### config.mk
export PLATFORM = sky130hd
export DESIGN_NAME = if_id_buffer
export DESIGN_NICKNAME = d
export VERILOG_FILES = /design/src/rtl/if_id_buffer.sv
export SDC_FILE = /design/constraint.sdc
export NUM_CORES = 1
export LEC_CHECK = 0
export BUFFER_PORTS_ARGS = -buffer_cell sky130_fd_sc_hd__buf_2
export CAP_MARGIN = 20
export CORE_MARGIN = 4
export CORE_UTILIZATION = 50
export CTS_CLUSTER_SIZE = 20
export DETAILED_ROUTE_END_ITERATION = 8
export GPL_ROUTABILITY_DRIVEN = 0
export PLACE_DENSITY = 0.75
export SYNTH_ARGS = -nofsm -noshare
export SYNTH_HDL_FRONTEND = slang
export SYNTH_SLANG_ARGS = --single-unit
### constraint.sdc
create_clock -name clk -period 7.75 [get_ports clk]
set_input_delay 1.55 -clock clk [delete_from_list [all_inputs] [get_ports clk]]
set_output_delay 1.55 -clock clk [all_outputs]
set_load 0.01 [all_outputs]
### src/rtl/if_id_buffer.sv
// -----------------------------------------------------------------------------
// if_id_buffer
//   Two-entry in-order FIFO sitting between the fetch and decode stages.
//   Fetch pushes {pc, instruction} pairs while in_ready is high; decode pops the
//   head entry while out_valid is high. A flush (taken branch further down the
//   pipe) empties the buffer and discards any word offered in the same cycle.
//
//   Optional feature macro: IF_ID_BUFFER_STATS_EN
//     When defined, adds the saturating statistics outputs flush_drop_count and
//     stall_cycles. When undefined, those ports and their logic do not exist.
//
// Ports
//   clk              rising-edge clock for all state
//   rst              synchronous active-high reset
//   flush            discard all buffered and incoming fetches
//   in_valid         fetch stage presents an instruction
//   in_pc            PC+1 value from fetch
//   in_instruction   fetched instruction word
//   in_ready         buffer can accept a push (low freezes fetch)
//   out_valid        head entry valid for decode
//   out_pc           PC of head entry (0 when out_valid is low)
//   out_instruction  instruction of head entry (0 when out_valid is low)
//   out_ready        decode consumes the head this cycle
//   count            number of valid entries, 0..2
//   flush_drop_count (stats only) entries discarded by flushes, saturating
//   stall_cycles     (stats only) cycles with in_valid high and in_ready low
// -----------------------------------------------------------------------------
module if_id_buffer (
   input  logic        clk,
   input  logic        rst,
   input  logic        flush,
   input  logic        in_valid,
   input  logic [31:0] in_pc,
   input  logic [31:0] in_instruction,
   output logic        in_ready,
   output logic        out_valid,
   output logic [31:0] out_pc,
   output logic [31:0] out_instruction,
   input  logic        out_ready,
   output logic [1:0]  count
`ifdef IF_ID_BUFFER_STATS_EN
   ,
   output logic [15:0] flush_drop_count,
   output logic [15:0] stall_cycles
`endif
);

   // State encoding doubles as the occupancy count.
   typedef enum logic [1:0] {
      EMPTY = 2'd0,
      ONE   = 2'd1,
      FULL  = 2'd2
   } state_t;

   state_t      state_q;
   state_t      state_d;
   logic        wr_ptr;
   logic        rd_ptr;
   logic [31:0] pc_mem    [2];
   logic [31:0] instr_mem [2];
   logic        push;
   logic        pop;

   // Handshake signals come from registered state only, so there is no
   // combinational path from the input side to the output side.
   assign in_ready  = (state_q != FULL);
   assign out_valid = (state_q != EMPTY);
   assign count     = state_q;

   assign push = in_valid  & in_ready;
   assign pop  = out_valid & out_ready;

   assign out_pc          = out_valid ? pc_mem[rd_ptr]    : 32'd0;
   assign out_instruction = out_valid ? instr_mem[rd_ptr] : 32'd0;

   always_comb begin
      state_d = state_q;
      if (flush) begin
         state_d = EMPTY;
      end else begin
         case (state_q)
            EMPTY: if (push) state_d = ONE;
            ONE: begin
               if (push && !pop)      state_d = FULL;
               else if (pop && !push) state_d = EMPTY;
            end
            FULL:  if (pop) state_d = ONE;
            default: state_d = EMPTY;
         endcase
      end
   end

   // With one entry held, rd_ptr + 1 == wr_ptr, so a simultaneous push/pop
   // naturally makes the newly written word the next head.
   always_ff @(posedge clk) begin
      if (rst) begin
         state_q      <= EMPTY;
         wr_ptr       <= 1'b0;
         rd_ptr       <= 1'b0;
         pc_mem[0]    <= 32'd0;
         pc_mem[1]    <= 32'd0;
         instr_mem[0] <= 32'd0;
         instr_mem[1] <= 32'd0;
      end else begin
         state_q <= state_d;
         if (flush) begin
            wr_ptr <= 1'b0;
            rd_ptr <= 1'b0;
         end else begin
            if (push) begin
               pc_mem[wr_ptr]    <= in_pc;
               instr_mem[wr_ptr] <= in_instruction;
               wr_ptr            <= ~wr_ptr;
            end
            if (pop) begin
               rd_ptr <= ~rd_ptr;
            end
         end
      end
   end

`ifdef IF_ID_BUFFER_STATS_EN
   function automatic logic [15:0] sat_add16(input logic [15:0] a,
                                             input logic [2:0]  b);
      logic [16:0] sum;
      sum = {1'b0, a} + {14'd0, b};
      return sum[16] ? 16'hFFFF : sum[15:0];
   endfunction

   logic [2:0] drop_n;

   // Entries lost to a flush: everything held plus the word offered this cycle.
   assign drop_n = {1'b0, count} + {2'd0, in_valid};

   always_ff @(posedge clk) begin
      if (rst) begin
         flush_drop_count <= 16'd0;
         stall_cycles     <= 16'd0;
      end else begin
         if (flush) begin
            flush_drop_count <= sat_add16(flush_drop_count, drop_n);
         end
         if (in_valid && !in_ready) begin
            stall_cycles <= sat_add16(stall_cycles, 3'd1);
         end
      end
   end
`endif

endmodule

==> summary.txt <==
Run status
  – Status: finished clean

STA
  – Slew margin rel.: a little over a third
  – Max Transition Viols Final: 0
  – Slew @ Worst Pin: between 0.9 and 1 ns
  – Fin Clk Skew: between 0.01 and 0.015 ns
  – PnR worst setup slack: around 4.2 ns
  – RSZ-0062 raised after global routing: false
  – Setup_tns: 0 ns
  – Crit share post-route: a little under half
  – Final setup fails: 0
  – Maximum clock rate: between 200 and 300 MHz
  – Final min period: around 3.6 ns
  – Final Hold Vio Count: 0

Layout
  – Register Area: 0.00395 mm²
  – Design Area, Final: 0.00738 mm²
  – Area growth syn-to-layout: 21.7%
  – Final net count: approximately 640
  – Commonest non-fill, non-tap cell in the layout: buf_2
  – Layout cells sized above 1: approximately a third
  – Fillers: just under 900
  – Commonest cells after routing, fill and taps aside: buf_2, edfxtp_1, and2_1
  – Diode count: 0
  – Multi-input combinational cell area: ~0.0019 mm²

Placed design
  – IO Port Bufs: 136
  – Final HPWL DP: just under 7 mm
  – Place WS: 3.73 ns
  – Post-DP Area: 0.00671 mm²

Die
  – Die width: around 120 µm
  – Die height: 118 µm
  – Starting Density: approximately half
  – Site Rows: 39
  – Core Area: about 0.012 mm²
  – # IOs: between 100 and 150
  – Die area: about 0.014 mm²

Yosys
  – Main area contributors after synthesis: edfxtp_1, and2_1, mux2i_1, nor2_1, buf_8
  – Synth top area share: 63.4%
  – YS warnings: 0
  – Synth async-reset ratio: 0%
  – Yosys reg bits: 133
  – Post-Syn Instances: 443
  – Seq/Total Area, Yosys: around 65%
  – Post-synth top area cell: edfxtp_1
  – Post-synth EDFFs: around 130
  – Ys flop type: edfxtp_1
  – Syn_area_per_cell: between 10 and 15 µm²
  – Area of the mapped netlist: approximately 0.0061 mm²
  – Post-synth net total: 512
  – Synth cell types: 25

Detailed routing
  – Total number of vias: around 3700
  – Drt drc: 0
  – First drt pass iteration count: 5
  – Routed len/inst: 16.1 µm
  – Initial DRC count: 212
  – Post-DRT Antenna Nets: 0
  – Vias per cell: a little over 5
  – Post-Route WL: ~12 mm

Worst setup path
  – R2R Setup Slk: just over 5 ns
  – CP Launch Point: rst
  – Critical Path RT: ~7.8 ns
  – Arr. time, crit path: 3.60 ns
  – Cell Chain, Critical Path: buf_2 > or2_1 > nor4_4 > buf_4 > or2_4
  – Slowest-stage cell, CP: or2_4
  – Endpoint class of the critical path: flop
  – Crit-path max FO: 65
  – Worst reg2reg startpoint: count[0]
  – Slowest Stage Delay on Critical Path: ~0.82 ns
  – CP Class: input pin to flop
  – Crit start category: input pin

Clock network
  – CTS tree: built
  – CTS Buf Count: 17
  – Clock sink count: between 100 and 150
  – Post-CTS Hold Fix Bufs: 0
  – Root Driver: clkbuf_16
  – Reg clk slew, reported paths: around 0.05 ns
  – Clk buf depth: 2
  – Clk_lat worst skew: about 0.4 ns
  – H-tree levels: 4
  – # Post-CTS Setup Buffers: 0
  – PostCTS Resize Cnt: 0

Power
  – Pwr/cell area: roughly 240 mW/mm²
  – Max IR drop VDD: about 0.15 mV
  – P_leak: a little under 3 nW

Min path
  – Hold Startpoint: rd_ptr
  – Hold Crit Class: flop to flop

Global routing
  – Initial antenna violation count: 0
  – Vias in the first global route: between 3000 and 4000
  – Pin count of the biggest net entering global routing: 66
  – First-pass GRT wire length: approximately 19 mm
  – Overall Global Routing Usage: around 17%
  – Grt total ovfl: 0

Run
  – Max-Cap Viols: 0
## cells in the mapped netlist (2+ instances only)
library cell  count
o21ai_0           2
buf_6             2
buf_8            10
clkbuf_1          3
dfxtp_1           5
or2_2             2
nor4_4            2
inv_1             4
nor2_1           67
edfxtp_1        128
mux2i_1          65
buf_2             9
and2_1          120
a21oi_1           2
and2_2            8
buf_1             5
## per-stage QoR
step                      cells  util [%]  total power [mW]  hold WS [ns]
after floorplan             443         -             0.916         0.472
after global placement      696      57.6             0.962         0.487
after detailed placement    696      57.6             0.966         0.494
after CTS                   728      63.0              1.82         0.523
after global routing        729      63.3              1.87         0.541
final                       729      63.3              1.81         0.518
## metal layers
layer  track usage (%)  vias to the layer above  part of all wire (%)
met3              5.24                        8                   6.3
met2              27.0                      138                    48
met5                 0                        -                     0
met4              5.93                        0                  0.85
li1                  -                     1790                     -
met1              22.5                     1741                    45
## cells by family (layout without fill, tap and decap cells)
kind of cell	count (synthesis)	count (layout)	share of synthesized area, %
and+or+nand+nor	205	205	19.2
buffers and inverters	33	176	4.33
DFF	133	133	65.1
xor gates and xnor gates	1	1	0.145
AOI/OAI and AO/OA	6	6	0.578
muxes	65	65	10.7
## worst max-delay path: cells and delay by family
family | cells | cell delay, ns
buffers and inverters | 2 | 0.62
AND/OR/NAND/NOR | 3 | 1.35
## final cells by class
class	instances	area share, %
clock buffers	17	5.77
clock inverters	15	2.87
inverters	4	0.204
multi-input cells	277	25.3
flip-flops and latches	133	53.5
well taps	143	2.43
repair buffers	140	9.91
## worst paths after layout
| path | cells after the start | to |
|---|---|---|
| min reg2reg | 2 | flop |
| min | 2 | flop |
| max | 5 | instr_mem[1][21] |
| max reg2reg | 4 | instr_mem[1][21] |
## report_power, final
| part | internal (mW) | switching, mW |
|---|---|---|
| sequential | 0.825 | 0.0117 |
| clock | 0.567 | 0.289 |
| combinational | 0.0451 | 0.0678 |
| total | 1.44 | 0.368 |
## sequential cells by signal, summed over array words and instances, names as in the netlist, named ones only
signal and count:
rd_ptr 1, instr_mem 64, count 2, wr_ptr 1, pc_mem 64
Power figures use the tool's default switching activity.
